### config.mk
export PLATFORM = sky130hd
export DESIGN_NAME = mac_cipher_out_serializer
export DESIGN_NICKNAME = d
export VERILOG_FILES = /design/src/rtl/aes_sha3_pkg.sv /design/src/rtl/byte_shifter.sv /design/src/rtl/mac_cipher_out_serializer.sv
export SDC_FILE = /design/constraint.sdc
export NUM_CORES = 1
export LEC_CHECK = 0
export BUFFER_PORTS_ARGS = -buffer_cell sky130_fd_sc_hd__buf_2
export CAP_MARGIN = 20
export CORE_MARGIN = 10
export CORE_UTILIZATION = 50
export CTS_BUF_LIST = sky130_fd_sc_hd__clkbuf_8
export CTS_CLUSTER_SIZE = 14
export DETAILED_ROUTE_END_ITERATION = 8
export GPL_ROUTABILITY_DRIVEN = 0
export PLACE_DENSITY_LB_ADDON = 0.15
export SLEW_MARGIN = 25
export SYNTH_ARGS = -nofsm -noshare
export SYNTH_HDL_FRONTEND = slang
export SYNTH_SLANG_ARGS = --single-unit
### constraint.sdc
create_clock -name clk -period 1.9 [get_ports clk]
set_input_delay 0.095 -clock clk [delete_from_list [all_inputs] [get_ports clk]]
set_output_delay 0.095 -clock clk [all_outputs]
set_load 0.05 [all_outputs]
### src/rtl/aes_sha3_pkg.sv
// Shared constants and types for the AES/SHA3 top datapath output stage.
package aes_sha3_pkg;

  localparam int BLOCK_BYTES = 16;
  localparam int MAC_BYTES   = 32;

  typedef enum logic [2:0] {
    IDLE,
    CIPH,
    GAP,
    MWAIT,
    MAC
  } out_state_t;

endpackage

### src/rtl/byte_shifter.sv
// Load / shift-right-by-8 register with a byte counter; last_o marks the final byte of a burst.
module byte_shifter #(
  parameter int BYTES = 16
) (
  input  logic               clk,
  input  logic               rst,
  input  logic               load_i,
  input  logic [BYTES*8-1:0] data_i,
  input  logic               shift_i,
  output logic [7:0]         byte_o,
  output logic               last_o
);

  localparam int CW = $clog2(BYTES);

  logic [BYTES*8-1:0] sh_q;
  logic [CW-1:0]      cnt_q;

  always_ff @(posedge clk) begin
    if (rst) begin
      sh_q  <= '0;
      cnt_q <= '0;
    end else if (load_i) begin
      sh_q  <= data_i;
      cnt_q <= '0;
    end else if (shift_i) begin
      sh_q <= sh_q >> 8;
      // Hold on the final byte so the counter never wraps inside a burst.
      if (!last_o) cnt_q <= cnt_q + CW'(1);
    end
  end

  assign byte_o = sh_q[7:0];
  assign last_o = (cnt_q == CW'(BYTES - 1));

endmodule

### src/rtl/mac_cipher_out_serializer.sv
// Streams one cipher block then one buffered HMAC value onto a byte-serial port,
// with a fixed idle gap between the two bursts and a done pulse after the last MAC byte.
//
// state | meaning
// IDLE  | ready for a new cipher block
// CIPH  | streaming cipher bytes
// GAP   | fixed idle cycles between bursts
// MWAIT | cipher done, waiting for the MAC to arrive
// MAC   | streaming MAC bytes
module mac_cipher_out_serializer #(
  parameter int CIPHER_BYTES = aes_sha3_pkg::BLOCK_BYTES,
  parameter int MAC_BYTES    = aes_sha3_pkg::MAC_BYTES,
  parameter int GAP_CYC      = 2
) (
  input  logic                    clk,
  input  logic                    rst,
  input  logic [CIPHER_BYTES*8-1:0] i_cipher,
  input  logic                    i_cipher_valid,
  output logic                    o_cipher_ready,
  input  logic [MAC_BYTES*8-1:0]  i_mac,
  input  logic                    i_mac_valid,
  output logic                    o_mac_ready,
  output logic [7:0]              o_data,
  output logic                    o_valid,
  output logic                    o_busy,
  output logic                    o_done
);

  import aes_sha3_pkg::*;

  out_state_t state_q;
  logic [3:0] gap_q;
  logic       mac_full_q;
  logic       valid_q;
  logic       busy_q;
  logic       done_q;
  logic       cready_q;

  logic       cipher_xfer;
  logic       mac_xfer;
  logic [7:0] c_byte;
  logic [7:0] m_byte;
  logic       c_last;
  logic       m_last;

  assign cipher_xfer = i_cipher_valid && cready_q;
  // busy_q is exactly "state != IDLE", so the MAC is never taken while idle.
  assign mac_xfer    = i_mac_valid && busy_q && !mac_full_q;

  byte_shifter #(.BYTES(CIPHER_BYTES)) u_cipher_sh (
    .clk     (clk),
    .rst     (rst),
    .load_i  (cipher_xfer),
    .data_i  (i_cipher),
    .shift_i (state_q == CIPH),
    .byte_o  (c_byte),
    .last_o  (c_last)
  );

  byte_shifter #(.BYTES(MAC_BYTES)) u_mac_sh (
    .clk     (clk),
    .rst     (rst),
    .load_i  (mac_xfer),
    .data_i  (i_mac),
    .shift_i (state_q == MAC),
    .byte_o  (m_byte),
    .last_o  (m_last)
  );

  always_ff @(posedge clk) begin
    if (rst) begin
      state_q    <= IDLE;
      gap_q      <= '0;
      mac_full_q <= 1'b0;
      valid_q    <= 1'b0;
      busy_q     <= 1'b0;
      done_q     <= 1'b0;
      cready_q   <= 1'b1;
    end else begin
      done_q <= 1'b0;
      if (mac_xfer) mac_full_q <= 1'b1;
      unique case (state_q)
        IDLE: begin
          if (i_cipher_valid) begin
            state_q  <= CIPH;
            valid_q  <= 1'b1;
            busy_q   <= 1'b1;
            cready_q <= 1'b0;
          end
        end
        CIPH: begin
          if (c_last) begin
            state_q <= GAP;
            valid_q <= 1'b0;
            gap_q   <= 4'(GAP_CYC - 1);
          end
        end
        GAP: begin
          if (gap_q == 4'd0) begin
            if (mac_full_q) begin
              state_q <= MAC;
              valid_q <= 1'b1;
            end else begin
              state_q <= MWAIT;
            end
          end else begin
            gap_q <= gap_q - 4'd1;
          end
        end
        MWAIT: begin
          if (mac_full_q) begin
            state_q <= MAC;
            valid_q <= 1'b1;
          end
        end
        MAC: begin
          if (m_last) begin
            state_q    <= IDLE;
            valid_q    <= 1'b0;
            busy_q     <= 1'b0;
            done_q     <= 1'b1;
            cready_q   <= 1'b1;
            mac_full_q <= 1'b0;
          end
        end
        default: begin
          state_q  <= IDLE;
          valid_q  <= 1'b0;
          busy_q   <= 1'b0;
          cready_q <= 1'b1;
        end
      endcase
    end
  end

  assign o_cipher_ready = cready_q;
  assign o_mac_ready    = busy_q && !mac_full_q;
  assign o_valid        = valid_q;
  assign o_data         = !valid_q ? 8'h00 : (state_q == MAC) ? m_byte : c_byte;
  assign o_busy         = busy_q;
  assign o_done         = done_q;

endmodule

* After elaboration in Yosys (flattened, before gate mapping)
Cells that the tools add are included.
** Operators by class
- Equal/unequal tests :: 12
- Shift operators :: 0
- $add $sub $neg :: 3
- Reduce and logical (&&, ||, !) cells :: 20
- Order comparisons :: 0
- Mux-type cells :: 30
- Bitwise gates (word level) :: 4
- Divide/modulo/power cells :: 0
- Multiply operators :: 0
** Operators with widths (number)
- 256-bit 2-to-1 mux :: 2
- 128-bit 2-to-1 mux :: 2
- 3-bit 2-to-1 mux :: 6
- 8-bit 2-to-1 mux :: 2
- 3-bit case mux with 5 select lines :: 1
- 2-bit inequality test (second input constant) :: 6
- 1-bit 2-to-1 mux :: 11
- 4-bit 2-to-1 mux :: 2
- 4-bit case mux with 2 select lines :: 1
- 3-bit by 2-bit equality test with 1-bit output (second input constant) :: 2
- 1-bit case mux with 3 select lines :: 2
- 3-bit AND reduction :: 2
- 2-bit nonzero test :: 3
- 2-bit OR reduction :: 3
- 5-bit by 1-bit adder with 5-bit output (second input constant) :: 1
- 5-bit equality test (second input constant) :: 1
- 1-bit case mux with 5 select lines :: 1
- 5-bit AND reduction :: 1
- 4-bit by 1-bit adder with 4-bit output (second input constant) :: 1
- 4-bit equality test (second input constant) :: 1
- 1-bit logical AND :: 4
- 4-bit zero test :: 1
- 1-bit inverter :: 4
- 2-bit AND reduction :: 2
- 7 further kinds :: 7
** Storage, ports and cells
- ROM bits :: 0
- Output and inout port bits :: 13
- Memories :: 0
- Flip-flop bits (word level) :: 405
- RAM bits :: 0
- Input bits :: 388
- Logic and storage cells :: 80
- Bits in latches :: 0

* Logic depth before layout (Yosys ltp)
Gate-level depths: netlist of run 1.
- Word-level depth :: 5
- Mapped depth :: 7
- Depth with buffers taken out :: 7

* Hierarchy
A second synthesis of run 1 with hierarchy kept.
** Unflattened totals
- Cells, all modules :: 1825
- Area, all modules :: 19941.6 um^2
** Modules (own cells, without submodules)
- byte_shifter (u_mac_sh) :: seq. area each 5225.0 um^2, cells an instance 1146, area each 12644.6 um^2, instances 1
- byte_shifter (u_cipher_sh) :: seq. area each 2642.5 um^2, cells an instance 586, area each 6512.5 um^2, instances 1
- mac_cipher_out_serializer :: seq. area each 240.2 um^2, cells an instance 93, area each 784.5 um^2, instances 1

* Worst setup path after synthesis of run 1
No wires, ideal clock.
- Path type :: register to output
- Start :: register state_q[1]
- End :: output o_data[0]
- Buffers on the path :: 3
- Data required time :: 1.805 ns
- Arrival :: 2.321 ns
- Cell stages (with the launch flop) :: 7
- Setup slack :: -0.516 ns
- Cells stage by stage :: dfxtp_1 -> buf_2 -> nor3b_4 -> buf_2 -> buf_2 -> nand2_1 -> a21boi_0
** On the way
- Longest elaborated chain between the ends :: 3
** RTL lines
- from (decl) :: RTL line mac_cipher_out_serializer.sv:31 : out_state_t state_q;
- from (signal assigned) :: RTL line mac_cipher_out_serializer.sv:72 : state_q <= IDLE;
- from (signal assigned) :: RTL line mac_cipher_out_serializer.sv:85 : state_q <= CIPH;
- from (signal assigned) :: RTL line mac_cipher_out_serializer.sv:93 : state_q <= GAP;
- 3-bit equality test :: RTL line mac_cipher_out_serializer.sv:139 : assign o_data = !valid_q ? 8'h00 : (state_q == MAC) ? m_byte : c_byte;
- 8-bit 2-to-1 mux (2 in a row) :: RTL line mac_cipher_out_serializer.sv:139
- to (decl) :: RTL line mac_cipher_out_serializer.sv:23 : output logic [7:0] o_data,
No other way between the ends.

* Worst setup path in the final report of run 1
- Start :: register state_q[1]
- End :: output o_data[4]
Same word-level chain as after synthesis.

==> metrics.md, run 1 <==
| Metric | Value |
|---|---|
| Clock sinks | `405` |
| Worst-path clk slew | `0.06 ns` |
| WL per Instance | `20.1 um` |
| Compound-Gate Fraction of Synth Area | `0.203` |
| CP Capture Point | `o_data[4]` |
| Die Ht | `206 um` |
| Mapped Nets | `2648` |
| Mapped Cells | `2256` |
| Area share of the largest cell type after synthesis | `0.466` |
| Failing checks | `negative setup slack` |
| Die area | `42600 sq um` |
| Pre-CTS setup slack | `0.0738 ns` |
| Vias in the first global route | `20.5k` |
| Final setup fails | `2` |
| DR DRC count | `0` |
| Net Sw Power | `9.20 mW` |
| Logic pwr share | `0.282` |
| Worst setup path startpoint | `state_q[1]` |
| Final hold vios | `0` |
| Final Power | `27.4 mW` |
| Worst min-delay path class | `in2reg` |
| Worst Path Required | `1.80 ns` |
| CTS tree | `built` |
| Synth Area in XOR/XNOR | `0.00252` |
| Critical path arrival | `1.82 ns` |
| Initial antenna violation count | `11` |
| Clock power share | `0.307` |
| Root Driver | `clkbuf_8` |
| Layout cells sized above 1 | `0.209` |
| Sw Share | `0.335` |
| H-tree Lvls | `3` |
| Post-Syn Area | `17400 sq um` |
| YS warnings | `0` |
| Seq/Total Area, Yosys | `0.466` |
| Crit path max fanout | `5` |
| Simple-Gate Fraction of Synth Area | `0.267` |
| Final worst-path setup slack | `-0.0195 ns` |
| Peak Freq | `521 MHz` |
| CTS buffer count | `70` |
| Worst skew pair latency | `0.59 ns` |
| Post-Synth Adder-Cell Area | `0.00288` |
| Reg2reg end | `u_mac_sh.sh_q[82]` |
| Top cells by area, synth | `dfxtp_1 (47%), a311oi_1 (19%), nand2_1 (17%)` |
| RSZ-0062 raised after global routing | `true` |
| Num rows | `68` |
| Mean Syn Cell Area | `7.70 sq um` |
| Detailed-route via count | `20.4k` |
| Sequential share of power | `0.412` |
| Pins Over Slew Limit | `0` |
| Skew final | `0.0196 ns` |
| Crit share post-route | `1.01` |
| Min Tclk post-route | `1.92 ns` |
| Largest net degree at the start of global routing | `72` |
| Layout net count | `3385` |
| Worst relative slew slack | `0.621` |
| FILL cells | `2267` |
| Yosys cell types | `43` |
| Cell total after placement | `2970` |
| PwrDens | `1050 nW/um^2` |
| Measured slew at the worst slew-check pin | `0.569 ns` |
| Antenna violation net count after detailed routing | `0` |
| Port Buf Inserts | `400` |
| Peak supply drop | `0.000719 V` |
| Internal power consumption | `18.2 mW` |
| Reg2reg start | `state_q[1]` |
| Top cells by count, synth | `nand2_1 (771), dfxtp_1 (405), nor2_1 (381), a311oi_1 (368), clkbuf_1 (128)` |
| Total wire length | `70.5 mm` |
| Most common cell in the netlist | `nand2_1` |
| Synthesis-stage register bit count | `405` |
| Number of max-cap violations | `0` |
| Area of the multi-input gates | `8430 sq um` |
| Status | `complete, but fails checks` |
| Storage cell area | `8120 sq um` |
| Yosys top cell by area | `dfxtp_1` |
| Overall Global Routing Usage | `0.317` |
| Leakage power | `10.2 nW` |
| CP Class | `reg2out` |
| Initial Utilization | `0.504` |
| Setup slack, reg-to-reg | `0.04 ns` |
| First-pass GRT wire length | `109 mm` |
| Layout area overhead | `49.5%` |
| Async S/R FF share, synth | `0` |
| Hold WS | `0.315 ns` |
| Total gr overflow | `0` |
| Number of synthesized flops with an enable pin | `0` |
| Post-DR vias/cell | `5.81` |
| Post-DP HPWL | `38.6 mm` |
| Num ports | `401` |
| Post-synthesis mux area share | `0.00230` |
| Cells on worst reg2reg path | `7` |
| Ys flop type | `dfxtp_1` |
| Die width | `206 um` |
| Core region area | `34500 sq um` |
| Layout Cells excl Fill | `3513` |
| Detailed Route Iter0 Violations | `1927` |
| CTS Buffer Depth | `3` |
| First drt pass iteration count | `5` |
| Largest family of logic cells by synthesized area | `simple AND/OR/NAND/NOR gates` |
| CP Capture Type | `output port` |
| Critical path launch point type | `register` |
-- power groups by stage --
| stage | registers, mW | logic [mW] | clock network [mW] |
|---|---|---|---|
| after floorplan | 11.0 | 4.53 | 0 |
| after global placement | 11.3 | 6.45 | 0 |
| after detailed placement | 11.3 | 6.58 | 0 |
| after CTS | 11.2 | 7.37 | 8.44 |
| after global routing | 11.4 | 8.44 | 8.88 |
| final | 11.3 | 7.72 | 8.41 |
-- logic make-up after synthesis --
kind of cell | count (synthesis)
AND/OR/NAND/NOR | 1199
AO/OA/AOI/OAI | 417
flip-flops | 405
buffers and inverters | 222
XOR/XNOR | 5
multiplexers | 4
adder cells (fa/ha/maj) | 4
-- per-layer routing --
layer	wire length, um	vias up	GRT usage
li1	-	9360	-
met1	26500	9520	0.373
met2	33600	1230	0.515
met3	6520	309	0.0817
met4	3850	2	0.180
met5	13	-	0
-- per-stage QoR --
stage	util	setup TNS (ns)	instance area (sq um)
6_report	0.754	-0.0276	26000
5_1_grt	0.754	-0.725	26000
4_1_cts	0.749	-0.0568	25800
3_5_place_dp	0.586	0	20200
3_3_place_gp	0.586	0	20200
2_1_floorplan	-	0	17400
-- worst min path at each step --
stage / from / to / slack, ns / depth (start not counted)
floorplan: i_cipher[120] / u_cipher_sh.sh_q[120] / 0.23 / 2
global placement: i_cipher[120] / u_cipher_sh.sh_q[120] / 0.34 / 3
detailed placement: i_cipher[120] / u_cipher_sh.sh_q[120] / 0.35 / 3
CTS: i_cipher[120] / u_cipher_sh.sh_q[120] / 0.27 / 4
global route: i_cipher[123] / u_cipher_sh.sh_q[123] / 0.31 / 4
finish: i_cipher[123] / u_cipher_sh.sh_q[123] / 0.31 / 4
-- cell type report --
class | instances | share of cell area
multi-input cells | 1629 | 0.324
flip-flops and latches | 405 | 0.312
repair buffers | 883 | 0.282
clock buffers | 95 | 0.0503
well taps | 455 | 0.0219
clock inverters | 32 | 0.00770
diodes | 10 | 0.000963
inverters | 4 | 0.000578
-- layout by cell type (no fill, tap or decap), types with 5 or more instances in the layout --
cell type	count
a21boi_2	8
a21oi_1	18
a22oi_1	8
a311oi_1	363
a311oi_2	5
buf_12	41
buf_2	391
buf_4	48
buf_6	8
clkbuf_8	95
clkinv_2	10
dfxtp_1	401
diode_2	10
dlygate4sd3_1	387
inv_1	20
nand2_1	767
nand3_1	10
nor2_1	380
nor3_1	10
-- critical path, stage by stage (launching register included) --
cell	delay (ns)
dfxtp_4	0.36
nor3b_4	0.20
buf_4	0.15
buf_12	0.11
nand2_2	0.05
a21boi_2	0.15
buf_6	0.20
-- what timing repair did --
action,4_1_cts,5_1_grt
gates resized for setup,24,11
pin swaps,0,1
hold buffers,387,0
cloned,4,2
setup buffers,6,7
endpoints found under the setup margin,8,20
endpoints found under the hold margin,391,0
-- flip-flops by register name, indices dropped and copies added (netlist names), 3 cells and up --
name and flops:
u_cipher_sh.sh_q 128, gap_q 4, state_q 3, u_cipher_sh.cnt_q 4, u_mac_sh.sh_q 256, u_mac_sh.cnt_q 5
Power figures use the tool's default switching activity.
==> run 2, diff against run 1 <==
BUFFER_PORTS_ARGS = -buffer_cell sky130_fd_sc_hd__buf_4   (was -buffer_cell sky130_fd_sc_hd__buf_2)
PLACE_DENSITY_LB_ADDON = 0.2   (was 0.15)
==> run 2 against run 1 <==
Effect of this change:
- the run still ends with negative setup slack left
- die area stayed put
- global-route usage down 0.49 points
- combinational power rose by 3.0%
- critical path depth stayed put
- fmax is 0.15% lower
- critical endpoint is now u_cipher_sh.sh_q[41]
- hold slack got worse by 0.015 ns
- wire length fell by 1.5%
- non-clock buffer count fell by 16
- cell area increased by 2.2%
- clock-buffer cell count fell by 12
- highest routed layer unchanged
- power down 2.0%
==> metrics.md, run 2 (synthesis results as in run 1) <==
| Metric | Value |
|---|---|
| Status | `complete, but fails checks` |
| Failing checks | `negative setup slack` |
| Final hold vios | `0` |
| RSZ-0062 raised after global routing | `true` |
| Max FFs per register | `256` |
| Port Buf Inserts | `400` |
| Worst relative slew slack | `0.651` |
| Critical path launch point type | `register` |
| Skew final | `0.0308 ns` |
| CP Class | `reg2reg` |
| Biggest register | `u_mac_sh.sh_q` |
| Crit share post-route | `1.01` |
| Antenna violation net count after detailed routing | `0` |
| Worst Path Required | `2.37 ns` |
| CTS Buffer Depth | `3` |
| Clock sinks | `405` |
| Crit path max fanout | `42` |
| Overall Global Routing Usage | `0.312` |
| Top delay family on crit path | `buffers and inverters` |
| Leakage power | `10.3 nW` |
| Initial Utilization | `0.504` |
| CP cell instances | `buf_4, nor3b_2, buf_6, buf_12, nand2_1, a311oi_1` |
| CTS buffer count | `68` |
| H-tree Lvls | `3` |
| Total gr overflow | `0` |
| Hold WS | `0.300 ns` |
| Layout cells sized above 1 | `0.199` |
| Post-DR vias/cell | `5.82` |
| First-pass GRT wire length | `108 mm` |
| Layout net count | `3367` |
| First drt pass iteration count | `5` |
| Peak Freq | `520 MHz` |
| Pins Over Slew Limit | `0` |
| Total wire length | `69.4 mm` |
| Post-DP HPWL | `38.7 mm` |
| Pre-CTS setup slack | `0.0523 ns` |
| Die Ht | `206 um` |
| Die area | `42600 sq um` |
| CTS tree | `built` |
| Final setup fails | `1` |
| Measured slew at the worst slew-check pin | `0.524 ns` |
| Final worst-path setup slack | `-0.0224 ns` |
| Initial antenna violation count | `11` |
| Setup TNS | `-0.0224 ns` |
| Root Driver | `clkbuf_8` |
| Die width | `206 um` |
| Vias in the first global route | `20.6k` |
| Num ports | `401` |
| DR DRC count | `0` |
| Biggest regs | `u_mac_sh.sh_q: 256 flops, u_cipher_sh.sh_q: 128 flops, u_mac_sh.cnt_q: 5 flops` |
| Critical path arrival | `2.39 ns` |
| Most frequent cells in the layout | `nand2_1 (769), buf_4 (428), dfxtp_1 (400)` |
| Most common cell after layout, fill and taps aside | `nand2_1` |
| Largest net degree at the start of global routing | `93` |
| Peak supply drop | `0.000721 V` |
| Detailed Route Iter0 Violations | `1910` |
| Core region area | `34500 sq um` |
| FILL cells | `2112` |
| WL per Instance | `19.9 um` |
| Worst min-delay path class | `in2reg` |
| Num rows | `68` |
| CP Capture Type | `register` |
| Worst-path clk slew | `0.07 ns` |
| Buf/Inv on CP | `3` |
| Worst skew pair latency | `0.61 ns` |
| Crit-path slowest cell | `a311oi_1` |
| Min Tclk post-route | `1.92 ns` |
| Number of max-cap violations | `0` |
| PwrDens | `1010 nW/um^2` |
| Detailed-route via count | `20.3k` |
| Layout area overhead | `52.8%` |
| Max stage delay on crit path | `0.42 ns` |
==> run 2: changes by cell type in the layout (fill, tap and decap cells not counted), sizes merged <==
cell    delta
buf       -14
clkbuf    -13
clkinv     -4
inv        +4
diode      +2
bufbuf     -1
bufinv     -1
==> run 2: worst register-to-register path: stages, from the launching register on <==
cell	delay, ns
dfxtp_4	0.36
buf_4	0.16
nor3b_2	0.31
buf_6	0.22
buf_12	0.22
nand2_1	0.11
a311oi_1	0.42
==> run 2: repair_timing <==
item                       in CTS  in global routing
resized for setup              14                 10
buffers inserted                6                  2
cloned                          3                  1
setup endpoints to repair       8                 35
hold buffers                  387                  0
pin swaps                       1                  2
hold endpoints to repair      390                  0
==> run 2: power breakdown <==
part / switching [mW] / total, mW / internal (mW) / leakage [nW]
clock network: 3.56 / 7.64 / 4.07 / 0.741
logic: 4.47 / 7.95 / 3.48 / 6.26
registers: 1.08 / 11.3 / 10.2 / 3.33
total: 9.12 / 26.9 / 17.7 / 10.3
==> run 2: layout make-up <==
class	instances	area, sq um	area share
diodes	12	30.0	0.00113
clock buffers	83	1140	0.0430
clock inverters	31	170	0.00641
inverters	4	15.0	0.000565
multi-input cells	1629	8420	0.317
flip-flops and latches	405	8120	0.306
well taps	455	569	0.0214
repair buffers	867	8090	0.305
==> run 2: stage by stage <==
stage / instance area, sq um / power [mW] / cells / utilization
final: 26600 / 26.9 / 3486 / 0.771
after global routing: 26500 / 28.1 / 3481 / 0.770
after CTS: 26400 / 26.4 / 3471 / 0.767
after detailed placement: 21100 / 18.1 / 2961 / 0.611
after global placement: 21100 / 17.9 / 2961 / 0.611
after floorplan: 17400 / 15.6 / 2256 / -
==> run 2: final timing paths <==
path | from | end | slack [ns] | cells past startpoint
setup / recovery | state_q[1] | u_cipher_sh.sh_q[41] | -0.02 | 6
setup reg to reg | state_q[1] | u_cipher_sh.sh_q[41] | -0.02 | 6
hold reg to reg | u_cipher_sh.sh_q[18] | u_cipher_sh.sh_q[10] | 0.47 | 2
hold / removal | i_mac[249] | u_mac_sh.sh_q[249] | 0.30 | 4
==> run 2: layer usage <==
layer  GRT usage  part of all wire  vias to the layer above
li1            -                 -                     9326
met1       0.360              0.37                     9462
met2       0.516              0.48                     1227
met3      0.0820             0.095                      273
met4       0.174             0.051                        6
met5           0           0.00049                        -
